**src/rtl/image_pkg.sv**
```systemverilog
// Shared definitions for the image-to-DDR3 write path.
//   WORD_W          : width of one packed pixel word / DDR3 data beat
//   DEF_BANK0_BASE  : default byte base address of frame bank 0
//   DEF_BANK1_BASE  : default byte base address of frame bank 1
//   wr_state_e      : burst-writer FSM state encoding
package image_pkg;

  localparam int unsigned WORD_W = 64;

  localparam logic [27:0] DEF_BANK0_BASE = 28'h000_0000;
  localparam logic [27:0] DEF_BANK1_BASE = 28'h080_0000;

  typedef enum logic [2:0] {
    StIdle,
    StCmd,
    StData,
    StPad,
    StDone
  } wr_state_e;

endpackage

```
**src/rtl/sync_fwft_fifo.sv**
```systemverilog
// Single-clock first-word-fall-through FIFO.
//   clk_input, reset : clock, asynchronous active-high reset (empties the FIFO)
//   push, push_data  : write strobe and data; ignored when full
//   pop              : consume the head word; ignored when empty
//   head             : current head word, valid whenever empty=0
//   count            : number of stored words (0..DEPTH)
//   full, empty      : status flags
module sync_fwft_fifo #(
  parameter int unsigned WIDTH = 64,
  parameter int unsigned DEPTH = 32,
  localparam int unsigned PTR_W = $clog2(DEPTH),
  localparam int unsigned CNT_W = PTR_W + 1
) (
  input  logic             clk_input,
  input  logic             reset,
  input  logic             push,
  input  logic [WIDTH-1:0] push_data,
  input  logic             pop,
  output logic [WIDTH-1:0] head,
  output logic [CNT_W-1:0] count,
  output logic             full,
  output logic             empty
);

  logic [WIDTH-1:0] mem_q [DEPTH];
  logic [PTR_W-1:0] wr_ptr_q, rd_ptr_q;
  logic [CNT_W-1:0] count_q, count_d;
  logic             push_ok, pop_ok;

  assign full    = (count_q == CNT_W'(DEPTH));
  assign empty   = (count_q == '0);
  assign push_ok = push && !full;
  assign pop_ok  = pop && !empty;
  assign head    = mem_q[rd_ptr_q];
  assign count   = count_q;

  always_comb begin
    count_d = count_q;
    unique case ({push_ok, pop_ok})
      2'b10:   count_d = count_q + CNT_W'(1);
      2'b01:   count_d = count_q - CNT_W'(1);
      default: count_d = count_q;
    endcase
  end

  // Storage needs no reset; the pointers and count define what is valid.
  always_ff @(posedge clk_input) begin
    if (push_ok) mem_q[wr_ptr_q] <= push_data;
  end

  // DEPTH is a power of two, so the pointers wrap naturally.
  always_ff @(posedge clk_input or posedge reset) begin
    if (reset) begin
      wr_ptr_q <= '0;
      rd_ptr_q <= '0;
      count_q  <= '0;
    end else begin
      if (push_ok) wr_ptr_q <= wr_ptr_q + PTR_W'(1);
      if (pop_ok)  rd_ptr_q <= rd_ptr_q + PTR_W'(1);
      count_q <= count_d;
    end
  end

endmodule

```
**src/rtl/image_ddr_writer.sv**
```systemverilog
// Buffers 64-bit pixel words and writes them to DDR3 as fixed-length bursts,
// ping-ponging between two frame banks.
//   clk_input, reset          : clock, asynchronous active-high reset
//   image_fifo_en/_data_ddr   : pixel-word strobe and data
//   frame_end                 : end-of-frame pulse; flushes a partial burst (zero padded)
//   ddr_cmd_valid/ready/addr  : write-command handshake
//   ddr_wr_valid/ready/data/last : write-data handshake
//   frame_done                : one-cycle pulse when a frame is fully written
//   frame_bank                : bank currently being filled
//   overflow                  : sticky, set when a word is dropped on a full buffer
module image_ddr_writer
  import image_pkg::*;
#(
  parameter int unsigned       BURST_LEN  = 8,
  parameter int unsigned       ADDR_W     = 28,
  parameter logic [ADDR_W-1:0] BANK0_BASE = ADDR_W'(DEF_BANK0_BASE),
  parameter logic [ADDR_W-1:0] BANK1_BASE = ADDR_W'(DEF_BANK1_BASE),
  parameter int unsigned       FIFO_DEPTH = 32
) (
  input  logic              clk_input,
  input  logic              reset,
  input  logic              image_fifo_en,
  input  logic [WORD_W-1:0] image_data_ddr,
  input  logic              frame_end,
  output logic              ddr_cmd_valid,
  input  logic              ddr_cmd_ready,
  output logic [ADDR_W-1:0] ddr_cmd_addr,
  output logic              ddr_wr_valid,
  input  logic              ddr_wr_ready,
  output logic [WORD_W-1:0] ddr_wr_data,
  output logic              ddr_wr_last,
  output logic              frame_done,
  output logic              frame_bank,
  output logic              overflow
);

  localparam int unsigned       CNT_W       = $clog2(FIFO_DEPTH) + 1;
  localparam int unsigned       BEAT_W      = $clog2(BURST_LEN);
  localparam logic [CNT_W-1:0]  BURST_CNT   = CNT_W'(BURST_LEN);
  localparam logic [BEAT_W-1:0] LAST_BEAT   = BEAT_W'(BURST_LEN - 1);
  localparam logic [ADDR_W-1:0] BURST_BYTES = ADDR_W'(BURST_LEN * 8);

  wr_state_e         state_q, state_d;
  logic [ADDR_W-1:0] wr_addr_q, wr_addr_d;
  logic [BEAT_W-1:0] beat_cnt_q, beat_cnt_d;
  logic              bank_q, bank_d;
  logic              flush_q, flush_d;
  logic              overflow_q, overflow_d;

  logic              fifo_pop, fifo_full, fifo_empty;
  logic [WORD_W-1:0] fifo_head;
  logic [CNT_W-1:0]  fifo_count;

  sync_fwft_fifo #(
    .WIDTH (WORD_W),
    .DEPTH (FIFO_DEPTH)
  ) u_fifo (
    .clk_input (clk_input),
    .reset     (reset),
    .push      (image_fifo_en),
    .push_data (image_data_ddr),
    .pop       (fifo_pop),
    .head      (fifo_head),
    .count     (fifo_count),
    .full      (fifo_full),
    .empty     (fifo_empty)
  );

  assign overflow_d = overflow_q | (image_fifo_en & fifo_full);
  assign frame_bank = bank_q;
  assign overflow   = overflow_q;

  always_comb begin
    state_d    = state_q;
    wr_addr_d  = wr_addr_q;
    beat_cnt_d = beat_cnt_q;
    bank_d     = bank_q;
    // A frame_end while a flush is already pending is absorbed by the OR.
    flush_d    = flush_q | frame_end;

    ddr_cmd_valid = 1'b0;
    ddr_cmd_addr  = '0;
    ddr_wr_valid  = 1'b0;
    ddr_wr_data   = '0;
    ddr_wr_last   = 1'b0;
    frame_done    = 1'b0;
    fifo_pop      = 1'b0;

    unique case (state_q)
      StIdle: begin
        if (fifo_count >= BURST_CNT || (flush_q && !fifo_empty)) begin
          state_d = StCmd;
        end else if (flush_q) begin
          state_d = StDone;
        end
      end

      StCmd: begin
        ddr_cmd_valid = 1'b1;
        ddr_cmd_addr  = wr_addr_q;
        if (ddr_cmd_ready) state_d = StData;
      end

      StData: begin
        if (!fifo_empty) begin
          ddr_wr_valid = 1'b1;
          ddr_wr_data  = fifo_head;
          ddr_wr_last  = (beat_cnt_q == LAST_BEAT);
          if (ddr_wr_ready) begin
            fifo_pop = 1'b1;
            if (beat_cnt_q == LAST_BEAT) begin
              wr_addr_d  = wr_addr_q + BURST_BYTES;
              beat_cnt_d = '0;
              state_d    = StIdle;
            end else begin
              beat_cnt_d = beat_cnt_q + BEAT_W'(1);
            end
          end
        end else if (flush_q) begin
          // Frame tail is shorter than a burst: complete it with zeros.
          state_d = StPad;
        end
      end

      StPad: begin
        ddr_wr_valid = 1'b1;
        ddr_wr_last  = (beat_cnt_q == LAST_BEAT);
        if (ddr_wr_ready) begin
          if (beat_cnt_q == LAST_BEAT) begin
            wr_addr_d  = wr_addr_q + BURST_BYTES;
            beat_cnt_d = '0;
            state_d    = StIdle;
          end else begin
            beat_cnt_d = beat_cnt_q + BEAT_W'(1);
          end
        end
      end

      StDone: begin
        frame_done = 1'b1;
        bank_d     = ~bank_q;
        wr_addr_d  = bank_q ? BANK0_BASE : BANK1_BASE;
        flush_d    = 1'b0;
        state_d    = StIdle;
      end

      default: state_d = StIdle;
    endcase
  end

  always_ff @(posedge clk_input or posedge reset) begin
    if (reset) begin
      state_q    <= StIdle;
      wr_addr_q  <= BANK0_BASE;
      beat_cnt_q <= '0;
      bank_q     <= 1'b0;
      flush_q    <= 1'b0;
      overflow_q <= 1'b0;
    end else begin
      state_q    <= state_d;
      wr_addr_q  <= wr_addr_d;
      beat_cnt_q <= beat_cnt_d;
      bank_q     <= bank_d;
      flush_q    <= flush_d;
      overflow_q <= overflow_d;
    end
  end

endmodule

```
**config.mk**
```make
export PLATFORM = sky130hd
export DESIGN_NAME = image_ddr_writer
export DESIGN_NICKNAME = d
export VERILOG_FILES = /design/src/rtl/image_pkg.sv /design/src/rtl/sync_fwft_fifo.sv /design/src/rtl/image_ddr_writer.sv
export SDC_FILE = /design/constraint.sdc
export NUM_CORES = 2
export LEC_CHECK = 0
export CORE_ASPECT_RATIO = 0.6
export CORE_MARGIN = 2
export CORE_UTILIZATION = 56
export CTS_CLUSTER_DIAMETER = 50
export DETAILED_ROUTE_END_ITERATION = 16
export PLACE_DENSITY = 0.76
export SLEW_MARGIN = 25
export SYNTH_ARGS = -nofsm -noshare
export SYNTH_HDL_FRONTEND = slang
export SYNTH_HIERARCHICAL = 1
export SYNTH_SLANG_ARGS = --single-unit
```
**constraint.sdc**
```tcl
create_clock -name clk_input -period 4.25 [get_ports clk_input]
set_clock_uncertainty 0.2 [all_clocks]
set_input_delay 0.85 -clock clk_input [delete_from_list [all_inputs] [get_ports clk_input]]
set_output_delay 0.85 -clock clk_input [all_outputs]
set_load 0.01 [all_outputs]
```
# After elaboration in Yosys (flattened, before gate mapping)
# Memories as Yosys holds them, arrays and structs flattened.
# Index checks and enable logic that the tools add are counted.
# classes
n_addsub	6
multipliers	0
div_mod_pow	0
order_cmp	1
eq_ne	12
shift	0
n_mux	33
bitwise	4
reduce_logical	14
# ops
operator	count
two-way mux 64 bit	2
two-way mux 28 bit	4
case mux 28 bit (3 select lines)	1
two-way mux 3 bit	10
adder 28 x 7 -> 28 bit (second input constant)	1
two-way mux 24 bit	1
case mux 3 bit (4 select lines)	1
case mux 6 bit (2 select lines)	1
adder 5 x 1 -> 5 bit (second input constant)	2
two-way mux 1 bit	10
adder 6 x 1 -> 6 bit (second input constant)	1
equality test 3 x 2 -> 1 bit (second input constant)	2
equality test 3 bit (second input constant)	2
equality test 6 bit (second input constant)	1
>= comparator 6 x 4 -> 1 bit (second input constant)	1
zero test 6 bit	1
!= test 3 bit (second input constant)	2
case mux 3 bit (2 select lines)	1
subtractor 6 x 1 -> 6 bit (second input constant)	1
!= test 2 bit (second input constant)	2
case mux 1 bit (2 select lines)	2
AND reduction 2 bit	2
nonzero test 2 bit	2
adder 3 x 1 -> 3 bit (second input constant)	1
other kinds (12)	16
# totals
ff_bits	53
latch_bits	0
mem_bits_rw	2048
romBits	0
in_bits	70
out_inout_bits	98
wordCells	80
n_memories	1
# memory_table
memory	words	word_bits	rd	rd_ports_with_merged_regs	wr	line	rtl
u_fifo.mem_q	32	64	1	0	1	sync_fwft_fifo.sv:25	logic [WIDTH-1:0] mem_q [DEPTH];

# Depth between registers and ports, before layout
# depth
ltp_word	6
mapped_depth	15
ltp_nobuf	13

# By module
# The synthesis kept the hierarchy.
# modules_own_cells
mod	n_inst	cells_each	area_per_inst_um2	seq_area_each_um2
sync_fwft_fifo	1	3546	79159.7	61899.4
image_ddr_writer	1	271	2298.5	775.7

# Worst setup path before layout
# Ideal clock, no wire load.
# synth_path
path_kind	input-to-reg
from	input port image_fifo_en
to	memory u_fifo.mem_q[29][0] (enable)
arrival_ns	3.958
t_required_ns	3.563
setup_slack_ns	-0.394
cell_stages	4
n_path_buf	1
cell_sequence	o31a_1 buf_2 nand2_2 nor2_1
# synth_via
elab_chain_len	3
# synth_lines
item	line	rtl
from (decl)	image_ddr_writer.sv:22	input logic image_fifo_en,
logical AND 1 bit	sync_fwft_fifo.sv:32	assign push_ok = push && !full;
two-way mux 1 bit	sync_fwft_fifo.sv:48	if (push_ok) mem_q[wr_ptr_q] <= push_data;
two-way mux 1 bit (not written as such)	sync_fwft_fifo.sv:48	
to (decl)	sync_fwft_fifo.sv:25	
# No other way between the ends.

# Worst setup path after layout
# layout_path
from	input port u_fifo.rd_ptr_q[0]
to	output port ddr_wr_data[55]
# layout_via
elab_chain_len	3
# layout_lines
item	line	rtl
from (decl)	sync_fwft_fifo.sv:26	logic [PTR_W-1:0] wr_ptr_q, rd_ptr_q;
memory read (32 x 64 bit)	n/a	
named net fifo_head[55]	image_ddr_writer.sv:51	logic [WORD_W-1:0] fifo_head;
two-way mux 64 bit	image_ddr_writer.sv:105	if (!fifo_empty) begin
two-way mux 64 bit	image_ddr_writer.sv:89	unique case (state_q)
to (decl)	image_ddr_writer.sv:30	output logic [WORD_W-1:0] ddr_wr_data,
# The timed path passes the listed nets, and every way through them passes these cells.

==> flow_summary.json <==
{
  "dieWidth_um": 496.4,
  "worstPathCellList": "buf_12 -> buf_4 -> buf_12 -> mux4_2 -> o22ai_1 -> a211oi_2 -> and2_2 -> clkdlybuf4s50_1",
  "overflow": 0,
  "peakVddDrop_mv": 0.4540,
  "setup_violations": 7,
  "timing.slew.headroom_pct": 31.08,
  "ctsHoldBuffers": 0,
  "final_nets": 4326,
  "clkLatencyLatePin_ps": 810,
  "period_share_pct": 106.8,
  "power_switching_mw": 19.44,
  "cp-end-kind": "output pin",
  "ys_ff_latch": 2095,
  "total_power_mw": 61.45,
  "drc": 0,
  "critPathLaunchType": "flop",
  "cts.clk_slew.worst_paths_ps": 70,
  "tightest_slew_ps": 1031,
  "power_leakage_nw": 31.07,
  "crit_required_ps": 3200,
  "cpPeakStageDelay_ps": 560,
  "cp_max_fo": 15,
  "p_int_mw": 42.00,
  "hold_ws_ps": 88.09,
  "vias": 42170,
  "path_delay_family": "buffers and inverters",
  "path_buf_inv": 4,
  "antenna_found_initial": 7,
  "violations": "setup timing",
  "swShare_pct": 31.64,
  "postSynthAreaPerCell_um2": 21.34,
  "ant_nets": 0,
  "drtIter0Drc": 5734,
  "core_um2": 144500,
  "post-dp-hpwl_um": 106500,
  "cts_buffers": 177,
  "clock_path_buffers": 3,
  "wl_um": 211000,
  "rows": 108,
  "cts_tree": "yes",
  "start_util_pct": 56.39,
  "comb_power_share_pct": 34.7,
  "syn_to_final_growth_pct": 16.29,
  "cp_common_cell": "buf_12",
  "die_y_um": 299.4,
  "worst_slack_ps": -287.4,
  "clockPowerShare_pct": 25.6,
  "wl_per_cell_um": 33.40,
  "yosysWarnings": 6,
  "root_buffer": "clkbuf_16",
  "port_buffers": 161,
  "final_cell_mix": "edfxtp_1 (2,048), mux4_2 (356), mux2i_1 (288)",
  "cts.sinks": 2095,
  "fmax_mhz": 220.4,
  "layout-drive-gt1-share_pct": 28.45,
  "ys_seq_area_share_pct": 76.94,
  "track_usage_pct": 27.49,
  "synthFlopType": "edfxtp_1",
  "cts_htree_levels": 4,
  "grt_pass1_vias": 41070,
  "fill_cells": 8852,
  "grt_start_max_net_pins": 65,
  "async_flop_share_pct": 2.243,
  "pwr-share-seq_pct": 39.7,
  "rsz0062_at_grt": "yes",
  "dieArea_um2": 148600,
  "grt_pass1_wl_um": 290400,
  "synth_edf_count": 2048,
  "arrival_ps": 3490,
  "yosys.cell_types.count": 79,
  "crit_slowest_cell": "clkdlybuf4s50_1",
  "outcome": "complete, but fails checks",
  "powerDensity_nw_per_um2": 648.6,
  "vias_per_cell": 6.675,
  "hold_violations": 0,
  "fin_tns_setup_ps": -1228,
  "crit_type": "flop to output pin",
  "gp_congestion": 0.8049,
  "cap_viol_max_count": 0,
  "final_common_cell": "edfxtp_1",
  "syn_area_um2": 81460,
  "first_pass_iters": 5,
  "io_pins": 168,
  "final_max_slew_viol_count": 0,
  "finalCriticalPeriod_ps": 4537,
  "hold_class": "input pin to async pin",
  "synthCells": 3817
}
==> layout make-up <==
cell class / instances / area [µm²] / share of cell area, %
diodes: 10 / 25.02 / 0.02642
clock inverters: 101 / 897.1 / 0.9470
flip-flops and latches: 2095 / 62690 / 66.18
repair buffers: 464 / 5695 / 6.012
clock buffers: 219 / 4587 / 4.842
well taps: 1925 / 2409 / 2.543
inverters: 13 / 48.80 / 0.05151
multi-input cells: 1491 / 18380 / 19.40
==> power by group through the flow <==
stage          Sequential [mW]  Clock, mW  Combinational, mW
2_1_floorplan             24.7          0               11.7
3_3_place_gp              24.9          0               17.5
3_5_place_dp              24.9          0               17.8
4_1_cts                   24.4       15.8               19.5
5_1_grt                   24.5       16.6               22.2
6_report                  24.4       15.7               21.3
==> stage by stage <==
stage | instance area [µm²] | instances | setup WS [ps] | utilization, %
floorplan | 81480 | 3822 | -394.2 | -
global placement | 86740 | 5877 | 300.3 | 60.05
detailed placement | 86740 | 5877 | 290.9 | 60.05
CTS | 93510 | 6237 | -310.2 | 64.73
global route | 94720 | 6313 | -328.3 | 65.57
finish | 94730 | 6318 | -287.4 | 65.58
==> layer usage <==
layer  wire length [µm]  share of wire [%]  up-vias  global-route usage (%)
met5                 27              0.013        -                       0
met4               4654                2.2        4                   7.570
met3              27540                 13      317                   6.988
met2              96740                 46     3008                   40.43
met1              82070                 39    22010                   41.48
li1                   -                  -    16830                       -
==> sequential cells by signal (all words and copies together), names as in the netlist, 3 cells and up <==
| signal | flops |
|---|---|
| beat_cnt_q | 3 |
| state_q | 3 |
| u_fifo/count | 6 |
| u_fifo/mem_q | 2048 |
| u_fifo/rd_ptr_q | 5 |
| u_fifo/wr_ptr_q | 5 |
| wr_addr_q | 22 |
==> cell families (layout without fill, tap and decap cells) <==
| kind of cell | count (synthesis) | count (layout) | share of synthesized area (%) |
|---|---|---|---|
| mux | 661 | 661 | 13.90 |
| xor+xnor | 31 | 31 | 0.3333 |
| buf+inv | 236 | 797 | 2.044 |
| other cells | 1 | 16 | 0.004604 |
| compound gates | 416 | 416 | 3.885 |
| fa+ha+maj | 14 | 14 | 0.2243 |
| simple gates | 363 | 363 | 2.665 |
| flops | 2095 | 2095 | 76.94 |
==> synth_stat cells, drive strengths merged (6+ instances only) <==
library cell,number,share of area [%]
a211oi,39,0.59
a21oi,41,0.25
a22oi,144,1.3
and2,91,0.70
buf,180,1.8
clkbuf,43,0.21
dfrtp,47,1.4
edfxtp,2048,75
ha,13,0.20
inv,13,0.060
mux2i,288,3.5
mux4,370,10
nand2,76,0.36
nand3,10,0.068
nand3b,6,0.075
nand4,13,0.11
nor2,88,0.41
nor3,8,0.049
nor4,27,0.43
nor4b,6,0.11
o21ai,13,0.080
o221ai,37,0.40
o22a,26,0.28
o22ai,101,0.78
xnor2,16,0.17
xor2,15,0.16
==> path summary, 6_finish.rpt <==
kind | from | endpoint | slack (ps) | depth (start not counted)
max | u_fifo/rd_ptr_q[0] | ddr_wr_data[55] | -290 | 8
min | reset | beat_cnt_q[2] | 90 | 2
max reg2reg | u_fifo/count[1] | u_fifo/count[5] | 360 | 13
min reg2reg | overflow | overflow | 270 | 1
max in group asynchronous | reset | u_fifo/rd_ptr_q[0] | 2970 | 2
min in group clk_input | overflow | overflow | 270 | 1
==> repair_timing <==
action                                 4_1_cts  5_1_grt
pin swaps                                   34       65
setup endpoints to repair                   66       60
gates resized for setup                    211      214
setup buffers                               29       54
endpoints found under the hold margin        0        0
cloned                                      11       18
No activity file was read; power rests on OpenSTA's default activity.
